<file path="src/rtl/adder_seq_ctrl.sv">
// adder_seq_ctrl: byte-serial add/subtract through a single shared 8-bit adder
module adder_seq_ctrl #(
    parameter int NBYTES = 4
) (
    input  logic                clk,
    input  logic                rst,
    input  logic                start,
    input  logic                sub,
    input  logic [8*NBYTES-1:0] a,
    input  logic [8*NBYTES-1:0] b,
    output logic                busy,
    output logic                done,
    output logic [8*NBYTES:0]   s,
    output logic                ovf
);
    localparam int W  = 8 * NBYTES;
    localparam int IW = $clog2(NBYTES);

    typedef enum logic [1:0] {IDLE, RUN, DONE} state_t;

    state_t        state;
    logic [W-1:0]  opa;
    logic [W-1:0]  opb;
    logic [IW-1:0] idx;
    logic          carry;
    logic [7:0]    ab;
    logic [7:0]    bb;
    logic [8:0]    sum;
    logic          last;

    assign ab   = opa[8*idx +: 8];
    assign bb   = opb[8*idx +: 8];
    assign sum  = {1'b0, ab} + {1'b0, bb} + {8'd0, carry};
    assign last = idx == IW'(NBYTES - 1);
    assign busy = state == RUN;
    assign done = state == DONE;

    always_ff @(posedge clk or posedge rst) begin
        if (rst) begin
            state <= IDLE;
            opa   <= '0;
            opb   <= '0;
            idx   <= '0;
            carry <= 1'b0;
            s     <= '0;
            ovf   <= 1'b0;
        end else begin
            case (state)
                IDLE: if (start) begin
                    opa   <= a;
                    opb   <= sub ? ~b : b;
                    carry <= sub;
                    idx   <= '0;
                    s     <= '0;
                    ovf   <= 1'b0;
                    state <= RUN;
                end
                RUN: begin
                    s[8*idx +: 8] <= sum[7:0];
                    carry         <= sum[8];
                    idx           <= last ? '0 : idx + 1'b1;
                    // Final byte: carry-out becomes s[W], sign bits give overflow
                    if (last) begin
                        s[W]  <= sum[8];
                        ovf   <= (opa[W-1] == opb[W-1]) && (sum[7] != opa[W-1]);
                        state <= DONE;
                    end
                end
                default: state <= IDLE;
            endcase
        end
    end
endmodule
</file>
<file path="config.mk">
export PLATFORM = sky130hd
export DESIGN_NAME = adder_seq_ctrl
export DESIGN_NICKNAME = d
export VERILOG_FILES = /design/src/rtl/adder_seq_ctrl.sv
export SDC_FILE = /design/constraint.sdc
export NUM_CORES = 1
export LEC_CHECK = 0
export ABC_CLOCK_PERIOD_IN_PS = 8390
export BUFFER_PORTS_ARGS = -buffer_cell sky130_fd_sc_hd__buf_2
export CAP_MARGIN = 10
export CORE_ASPECT_RATIO = 1.2
export CORE_UTILIZATION = 35
export CTS_CLUSTER_DIAMETER = 150
export DETAILED_ROUTE_END_ITERATION = 10
export MAX_ROUTING_LAYER = met4
export PLACE_DENSITY = 0.52
export SLEW_MARGIN = 15
export SYNTH_ARGS = -nofsm -noshare
export SYNTH_HDL_FRONTEND = slang
export SYNTH_SLANG_ARGS = --single-unit
</file>
<file path="constraint.sdc">
create_clock -name clk -period 8.39 [get_ports clk]
set_input_delay 2.517 -clock clk [delete_from_list [all_inputs] [get_ports clk]]
set_output_delay 2.517 -clock clk [all_outputs]
set_load 0.05 [all_outputs]
</file>
* Yosys cells after proc, flatten, opt, wreduce, memory -nomap -nowiden *
Cells that the tools add are included.

storage, ports and cells
  output and inout bits = 36
  register bits after elaboration = 103
  word-level logic and storage cells = 46
  bits of input ports = 68

operators by class
  equal/unequal tests = 7
  bitwise operators = 1
  shift operators = 4
  $add $sub $neg = 4
  multiplexer cells = 16
  reductions and logical operators = 7

operator list
  kind                                                                     number
  33-bit case mux with 2 select lines                                      1
  32-bit by 6-bit indexed part select with 8-bit output                    2
  5-bit negator with 34-bit output                                         1
  8-bit by 34-bit variable shift with 33-bit output, first input constant  1
  8-bit by 34-bit indexed part select with 33-bit output                   1
  33-bit bitwise mux                                                       1
  33-bit two-way mux                                                       1
  32-bit two-way mux                                                       1
  32-bit inverter                                                          1
  8-bit by 8-bit adder with 9-bit output                                   1
  9-bit by 1-bit adder with 9-bit output                                   1
  2-bit two-way mux                                                        4
  2-bit case mux with 2 select lines                                       2
  2-bit AND reduction                                                      3
  2-bit equality test, second input constant                               2
  1-bit two-way mux                                                        4
  1-bit case mux with 2 select lines                                       2
  3-bit AND reduction                                                      1
  2-bit by 1-bit adder with 2-bit output, second input constant            1
  2-bit by 1-bit equality test with 1-bit output, second input constant    1
  2-bit zero test                                                          1
  2-bit by 1-bit != test with 1-bit output, second input constant          1
  2-bit != test, second input constant                                     1
  2-bit nonzero test                                                       1
  3 further kinds                                                          3

* Depth between registers and ports, before layout *
Gate-level depths: netlist (run 1).

  depth in word-level cells = 7
  mapped depth = 10
  mapped depth without buffers = 9

* Worst setup path before layout (run 1) *
No wires, ideal clock.

  path kind = register to output
  from = reg state[0]
  to = out done
  data required time = 5,873 ps
  setup slack = 4,786 ps
  path buffers = 0
  data arrival time = 1,087 ps
  stages on the path, launching flop included = 2
  path through = dfrtp_1 > nor2_1

on the way
  word-level cells in the longest chain between the ends = 1

ends and longest elaborated chain
  element                   RTL line  source
  start: declaration        21        state_t state;
  start signal: assignment  40        state <= IDLE;
  start signal: assignment  56        state <= RUN;
  start signal: assignment  66        state <= DONE;
  2-bit equality test       36        assign done = state == DONE;
  end: declaration          12        output logic done,

No other way between the ends.

* Worst setup path in the final report (run 1) *
  from = reg state[0]
  to = out busy

on the way
  word-level cells in the longest chain between the ends = 1

ends and longest elaborated chain
  element                                         RTL line  source
  2-bit by 1-bit equality test with 1-bit output  35        assign busy = state == RUN;
  end: declaration                                11        output logic busy,

No other way between the ends.

==> flow_summary.json, run 1 <==
{
  "port_buffers": 103,
  "synthCells": 403,
  "max_freq_mhz": 241,
  "hold_depth": 2,
  "coreArea_sq_um": 13900,
  "cts_setup_buffers": 0,
  "cts_root_buf": "clkbuf_16",
  "switchingPower_mw": 1.36,
  "first_iter_violations": 218,
  "cp_slowest_stage_delay_ps": 480,
  "num_io_pins": 104,
  "synth_seq_area_share": 0.514,
  "violations": "DRC",
  "pwr-share-seq": 0.276,
  "worst_clock_skew_ps": 7.84,
  "synthFlopType": "dfrtp_1",
  "hold_class": "reg2reg",
  "wl_per_cell_um": 16.8,
  "viasPerCell": 5.06,
  "grt_pass1_wl_um": 18700,
  "drc": 14,
  "fin_crit_sh": 0.495,
  "hold_viol_final": 0,
  "finalWeightedCongestion": 0.801,
  "vias": 3419,
  "placed_cells": 661,
  "avgSynthCellArea_sq_um": 12.4,
  "crit_path_cell_trace": "and2b_1 > buf_2",
  "tritoncts": "yes",
  "dr.pass1.iters": 8,
  "drt-total-wl_um": 11300,
  "setup.worst_path.class": "reg2out",
  "clk_pin_slew_ps": 70,
  "synth_warnings": 0,
  "cts_buffer_depth": 2,
  "htreeDepth": 3,
  "setup.worst_path.start_class": "flop",
  "placed_area_sq_um": 5680,
  "num_rows": 47,
  "slew_headroom": 0.295,
  "pwr_density_cell_nw_per_um2": 504,
  "clkLatencyLatePin_ps": 350,
  "drive_above_1_share": 0.372,
  "grt_setup_unrepaired": "no",
  "vdd_ir_drop_max_uv": 184,
  "worst_ep_required_time_ps": 5870,
  "nNetsFinal": 582,
  "synth_seq_cells": 103,
  "arrival_ps": 1640,
  "grt_util_all_layers": 0.169,
  "clockPowerShare": 0.156,
  "syn-num-nets": 484,
  "cp_num_buf_inv": 1,
  "cts_made_buffers": 9,
  "syn_to_final_growth_pct": 19.9,
  "power.share.combinational": 0.567,
  "worstMarginPinSlew_ps": 1060,
  "synth_cell_types": 51,
  "setup_violations": 0,
  "dieArea_sq_um": 14800,
  "intPower_mw": 1.67,
  "hpwlAfterDp_um": 8260,
  "maxCapViolCount": 0,
  "p_sw_frac": 0.447,
  "grt_overflow": 0,
  "grt_pass1_vias": 3537,
  "crit_family": "flip-flops",
  "async_flop_share": 1.00,
  "die_w_um": 111,
  "cts_sinks": 103,
  "grt_max_degree": 101,
  "final.setup.tns_ps": 0,
  "outcome": "finished with violations",
  "stdcell_area_sq_um": 6010,
  "crit_fanout": 8,
  "ctsResizeCount": 0,
  "antenna_found_initial": 0,
  "instances_no_fill": 676,
  "path_depth": 2,
  "ant_nets": 0,
  "start_util": 0.361,
  "antennaDiodeCount": 0,
  "endpoint_kind": "primary output",
  "synth_area_sq_um": 5020,
  "die_h_um": 133,
  "r2r_cells": 10,
  "ctsHoldBuffers": 0,
  "synth_edf_count": 0,
  "p_leak_nw": 2.73,
  "critPathSlowestCell": "dfrtp_1",
  "drv_slew": 0,
  "period_minus_slack_ps": 4150
}
[sequential cells by signal, summed over array words and instances (netlist names)]
register	count
idx	2
opb	32
opa	32
state	2
s	33
carry	1
ovf	1
[cell families after synthesis]
logic type,share of synthesized area
compound gates,0.133
fa+ha+maj,0.0354
simple gates,0.0758
xor+xnor,0.0611
mux,0.146
buf+inv,0.0349
flops,0.514
[synth_stat cells (2+ instances only)]
cell type  instances  area [sq um]
xnor2_1           35           307
fa_1               2          40.0
mux2_2            33           372
a22o_2             4          40.0
nor2_1            38           143
o211ai_1           2          15.0
nor3_1             2          10.0
buf_2             11          55.1
inv_1             17          63.8
ha_1              11           138
nand2_1           11          41.3
o21ai_1            2          10.0
mux4_2            16           360
clkbuf_1           5          18.8
buf_6              2          22.5
nor3_4             3          48.8
a21oi_1           40           200
dfrtp_1          103          2580
a22o_1            24           210
a21o_1             3          22.5
o21ai_0            7          35.0
nand2b_1           2          12.5
nor2b_1            2          12.5
[layer usage]
metal	track usage	up-vias	part of all wire
li1	-	1646	-
met1	0.216	1678	0.46
met2	0.266	78	0.48
met3	0.0278	17	0.033
met4	0.0736	0	0.021
met5	-	-	0
[cell type report]
| class | count | area [sq um] |
|---|---|---|
| Tap cell | 171 | 214 |
| Fill cell | 1322 | 7860 |
| Timing Repair Buffer | 107 | 549 |
| Clock buffer | 9 | 225 |
| Inverter | 18 | 70.1 |
| Multi-Input combinational cell | 262 | 2270 |
| Clock inverter | 6 | 110 |
| Sequential cell | 103 | 2580 |
[cells in the final DEF, fill, tap and decap left out, drive strengths merged, types with 3 or more instances in the layout]
cell type | synthesis | final
a21o | 3 | 3
buf | 15 | 107
mux4 | 16 | 16
nand2 | 12 | 12
nor2 | 39 | 39
bufinv | 0 | 3
inv | 18 | 18
o211ai | 3 | 3
mux2 | 33 | 33
a21oi | 40 | 40
xnor2 | 35 | 35
dfrtp | 103 | 103
clkbuf | 5 | 9
ha | 11 | 11
o21ai | 9 | 9
a22o | 28 | 28
nor3 | 5 | 5
[worst reg2reg max path, delay by kind of cell, from the launching register on]
family / cells / cell delay (ps)
flops: 1 / 320
simple gates: 1 / 70
fa+ha+maj: 2 / 680
mux: 1 / 650
compound gates: 4 / 1000
buf+inv: 2 / 480
[final timing paths]
check                      endpoint  slack, ps     start
max                            busy       4240  state[0]
min                            s[1]        500      s[1]
max reg2reg                   s[32]       5080    idx[0]
min reg2reg                    s[1]        500      s[1]
max in group asynchronous   opb[10]       5270       rst
min in group asynchronous     s[20]       2080       rst
[power groups by stage]
| stage | sequential, mW | combinational (mW) | clock [mW] |
|---|---|---|---|
| finish | 0.838 | 1.72 | 0.474 |
| global route | 0.870 | 1.88 | 0.501 |
| CTS | 0.840 | 1.75 | 0.487 |
| detailed placement | 0.850 | 1.74 | 0 |
| global placement | 0.840 | 1.73 | 0 |
| floorplan | 0.993 | 1.17 | 0 |
[metrics by stage]
stage | utilization | hold slack (ps) | setup slack (ps) | total power, mW
detailed placement | 0.409 | 487 | 3970 | 2.59
CTS | 0.433 | 503 | 4220 | 3.08
floorplan | - | 475 | 3170 | 2.17
global placement | 0.409 | 476 | 4010 | 2.57
finish | 0.433 | 500 | 4240 | 3.03
global route | 0.433 | 524 | 4170 | 3.25
Power figures use the tool's default switching activity.
==> inputs of run 2 (changes only) <==
Settings changed: ABC_CLOCK_PERIOD_IN_PS 8390 to 4300.
Clock period 8.39 ns to 4.3 ns, I/O delays scaled along.
==> flow_summary.json, run 2 (synthesized netlist as in run 1, its figures left out) <==
{
  "outcome": "finished with violations",
  "violations": "DRC",
  "crit_fanout": 12,
  "die_w_um": 111,
  "worst_clock_skew_ps": 6.98,
  "final.setup.tns_ps": 0,
  "drc": 16,
  "setup.worst_path.class": "reg2reg",
  "htreeDepth": 3,
  "largest_reg_flops": 33,
  "antenna_found_initial": 0,
  "coreArea_sq_um": 13900,
  "vdd_ir_drop_max_uv": 339,
  "ant_nets": 0,
  "fin_crit_sh": 0.747,
  "hpwlAfterDp_um": 8360,
  "viasPerCell": 5.11,
  "ctsHoldBuffers": 0,
  "hold_viol_final": 0,
  "dr.pass1.iters": 8,
  "grt_setup_unrepaired": "no",
  "multiInputGateArea_sq_um": 2270,
  "cts_setup_buffers": 0,
  "fill_cells": 1346,
  "worstMarginPinSlew_ps": 886,
  "hold_class": "reg2reg",
  "num_io_pins": 104,
  "critPathSlowestCell": "dfrtp_1",
  "start_util": 0.361,
  "syn_to_final_growth_pct": 19.9,
  "vias": 3460,
  "num_rows": 47,
  "p_leak_nw": 2.74,
  "setup_violations": 0,
  "clk_pin_slew_ps": 60,
  "cts_root_buf": "clkbuf_16",
  "grt_pass1_vias": 3550,
  "cts_buffer_depth": 2,
  "top_regs": "s x33, opa x32, opb x32",
  "cts_made_buffers": 9,
  "tritoncts": "yes",
  "instances_no_fill": 677,
  "drv_slew": 0,
  "grt_pass1_wl_um": 18800,
  "drt-total-wl_um": 11400,
  "wl_per_cell_um": 16.9,
  "port_buffers": 103,
  "setup.worst_path.start_class": "flop",
  "grt_overflow": 0,
  "dieArea_sq_um": 14800,
  "worst_ep_required_time_ps": 4530,
  "grt_max_degree": 104,
  "arrival_ps": 3440,
  "finalWeightedCongestion": 0.795,
  "drive_above_1_share": 0.370,
  "antennaDiodeCount": 0,
  "seq_area_sq_um": 2580,
  "nNetsFinal": 582,
  "period_minus_slack_ps": 3210,
  "cts_sinks": 103,
  "endpoint_kind": "flop",
  "ctsResizeCount": 0,
  "mostFrequentLayoutCells": "103 x dfrtp_1, 103 x buf_2, 40 x a21oi_1",
  "largest-register": "s",
  "clkLatencyLatePin_ps": 340,
  "cp_slowest_stage_delay_ps": 710,
  "first_iter_violations": 150,
  "grt_util_all_layers": 0.170,
  "placed_cells": 661,
  "pwr_density_cell_nw_per_um2": 977,
  "maxCapViolCount": 0,
  "die_h_um": 133,
  "crit_path_cell_trace": "buf_4 > mux4_2 > ha_1 > a211oi_1 > o211a_1 > o211ai_4 > nor4b_4 > a211o_1",
  "max_freq_mhz": 311,
  "slew_headroom": 0.409
}
[run 2: final cells by class]
type	instances	area share
Sequential cell	103	0.429
Multi-Input combinational cell	262	0.377
Timing Repair Buffer	107	0.0928
Clock buffer	13	0.0433
Tap cell	171	0.0356
Inverter	18	0.0117
Clock inverter	3	0.0108
[run 2: worst max-delay path: cells and delay by family, from the launching register on]
| family | cells | cell delay (ps) |
|---|---|---|
| adder cells (fa/ha/maj) | 1 | 340 |
| AO/OA/AOI/OAI | 4 | 960 |
| buffers and inverters | 1 | 370 |
| AND/OR/NAND/NOR | 1 | 160 |
| flip-flops | 1 | 710 |
| multiplexers | 1 | 560 |
[run 2: metrics by stage]
stage | setup slack (ps) | util | power, mW | area, sq um | hold slack, ps
after CTS | 1060 | 0.433 | 5.94 | 6010 | 486
final | 1090 | 0.433 | 5.87 | 6010 | 476
after global routing | 890 | 0.433 | 6.31 | 6010 | 509
after global placement | 1100 | 0.410 | 4.99 | 5690 | 465
after detailed placement | 1070 | 0.410 | 5.04 | 5690 | 471
after floorplan | 306 | - | 4.22 | 5020 | 475
[run 2: power breakdown]
part           leakage [nW]  switching (mW)  internal (mW)
Combinational          1.32            1.97           1.31
Sequential             1.25           0.312           1.40
Clock                 0.160           0.344          0.542
Total                  2.74            2.63           3.24
[run 2: worst paths after layout]
path	from	endpoint	slack [ps]	cells past startpoint
max	idx[0]	ovf	1090	8
max in group asynchronous	rst	opa[1]	2770	3
min in group asynchronous	rst	s[11]	1040	3
max reg2reg	idx[0]	ovf	1090	8
min	s[17]	s[17]	480	2
min reg2reg	s[17]	s[17]	480	2
[run 2: routing by layer]
| layer | vias up | global-route usage | wire (um) |
|---|---|---|---|
| met5 | - | - | 0 |
| met4 | 0 | 0.0586 | 182 |
| met3 | 12 | 0.0250 | 460 |
| met2 | 94 | 0.262 | 5390 |
| met1 | 1714 | 0.230 | 5390 |
| li1 | 1640 | - | - |
==> inputs of run 3 (changes only) <==
Settings changed: ABC_CLOCK_PERIOD_IN_PS 4300 to 2800, PLACE_DENSITY 0.52 to 0.54.
Clock period 4.3 ns to 2.8 ns, I/O delays scaled along.
==> flow_summary.json, run 3 (synthesized netlist as in run 1, its figures left out) <==
{
  "outcome": "finished with violations",
  "violations": "DRC",
  "final.setup.tns_ps": 0,
  "endpoint_kind": "flop",
  "drv_slew": 0,
  "clk_pin_slew_ps": 70,
  "cp_slowest_stage_delay_ps": 550,
  "die_h_um": 133,
  "grt_util_all_layers": 0.171,
  "grt_pass1_vias": 3626,
  "tritoncts": "yes",
  "mostFrequentLayoutCells": "103 x buf_2, 102 x dfrtp_1, 40 x a21oi_1",
  "seq_area_sq_um": 2580,
  "worst_ep_required_time_ps": 3080,
  "hpwlAfterDp_um": 8830,
  "crit_family": "simple AND/OR/NAND/NOR gates",
  "viasPerCell": 5.06,
  "use_met1": 0.219,
  "setup.worst_path.class": "reg2reg",
  "fill_cells": 1307,
  "nNetsFinal": 594,
  "finalWeightedCongestion": 0.804,
  "grt_pass1_wl_um": 18900,
  "antenna_found_initial": 0,
  "grt_setup_unrepaired": "yes",
  "dr.pass1.iters": 8,
  "worstMarginPinSlew_ps": 803,
  "setup.worst_path.start_class": "flop",
  "cts_setup_buffers": 0,
  "met3_usage": 0.0296,
  "p_leak_nw": 2.79,
  "hold_viol_final": 0,
  "num_io_pins": 104,
  "hold_class": "reg2reg",
  "largest_reg_flops": 33,
  "worst_clock_skew_ps": 9.57,
  "cts_buffer_depth": 2,
  "syn_to_final_growth_pct": 22.4,
  "pwr_density_cell_nw_per_um2": 1520,
  "maxCapViolCount": 0,
  "top_regs": "s x33, opa x32, opb x32",
  "grtUsageMet2": 0.274,
  "multiInputGateArea_sq_um": 2270,
  "cts_sinks": 103,
  "num_rows": 47,
  "cp_num_buf_inv": 1,
  "drive_above_1_share": 0.396,
  "busiest_layer": "met2",
  "drc": 10,
  "setup_violations": 0,
  "final_common_cell": "buf_2",
  "grt_max_degree": 98,
  "ctsHoldBuffers": 0,
  "dieArea_sq_um": 14800,
  "clkLatencyLatePin_ps": 340,
  "largest-register": "s",
  "drt-total-wl_um": 11600,
  "crit_path_cell_trace": "mux4_2 > fa_2 > inv_2 > fa_2 > nor2b_1 > o31a_1 > or4_1 > nand3_2 > a22o_1",
  "cpMostUsedCell": "fa_2",
  "fin_util": 0.443,
  "reg2reg_slack_ps": 70,
  "vias": 3485,
  "cts_made_buffers": 9,
  "die_w_um": 111,
  "crit_fanout": 5,
  "first_iter_violations": 150,
  "start_util": 0.361,
  "fin_crit_sh": 0.975,
  "antennaDiodeCount": 0,
  "max_freq_mhz": 366,
  "grt_overflow": 0,
  "ant_nets": 0,
  "arrival_ps": 3010,
  "coreArea_sq_um": 13900,
  "wl_per_cell_um": 16.8,
  "slew_headroom": 0.465,
  "cts_root_buf": "clkbuf_16",
  "vdd_ir_drop_max_uv": 595,
  "period_minus_slack_ps": 2730,
  "critPathSlowestCell": "mux4_2",
  "port_buffers": 103,
  "htreeDepth": 3
}
[run 3: cell count changes in the layout (fill, tap and decap cells not counted), moves of 2 or more]
cell and delta:
clkbuf_8 -2, clkinvlp_4 +2, clkinv_4 +2, clkbuf_1 -2
fa_2 +2, fa_1 -2, buf_12 +2, buf_4 +9
inv_6 +2
[run 3: cell type report]
class | instances | area share
Inverter | 18 | 0.0116
Sequential cell | 103 | 0.420
Multi-Input combinational cell | 262 | 0.370
Tap cell | 171 | 0.0348
Clock inverter | 7 | 0.0167
Timing Repair Buffer | 119 | 0.110
Clock buffer | 9 | 0.0367
[run 3: path summary, 6_finish.rpt]
check | start | end | cells past startpoint
worst min register to register | s[1] | s[1] | 2
min in group asynchronous | rst | s[5] | 2
worst min-delay path | s[1] | s[1] | 2
worst max-delay path | idx[0] | s[14] | 9
worst max register to register | idx[0] | s[14] | 9
max in group asynchronous | rst | opb[23] | 3
[run 3: layer usage]
| layer | vias to the layer above | share of wire |
|---|---|---|
| li1 | 1665 | - |
| met2 | 95 | 0.50 |
| met1 | 1713 | 0.45 |
| met4 | 0 | 0.015 |
| met5 | - | 0 |
| met3 | 12 | 0.041 |
[run 3: report_power, final]
part           internal, mW  switching (mW)  total, mW
Combinational          2.27            3.10       5.37
Clock                 0.793           0.576       1.37
Sequential             2.15           0.463       2.61
Total                  5.21            4.14       9.35
[run 3: worst min-delay path, stage by stage (launching register included)]
cell and delay (ps):
dfrtp_1 340, nand2_1 50, o21ai_1 60
[run 3: per-stage QoR]
| step | instances | power [mW] | setup slack [ps] | cell area [sq um] | hold WS [ps] |
|---|---|---|---|---|---|
| 5_1_grt | 689 | 10.1 | -56.5 | 6140 | 524 |
| 3_5_place_dp | 673 | 8.03 | 7.86 | 5810 | 480 |
| 3_3_place_gp | 673 | 7.93 | 94.7 | 5810 | 469 |
| 6_report | 689 | 9.35 | 68.8 | 6140 | 490 |
| 4_1_cts | 689 | 9.43 | 51.2 | 6140 | 497 |
| 2_1_floorplan | 403 | 6.51 | 12.7 | 5030 | 475 |
[run 3: repair_timing]
item | 4_1_cts | 5_1_grt
resized for setup | 1 | 4
setup endpoints to repair | 4 | 10
pin swaps | 0 | 1
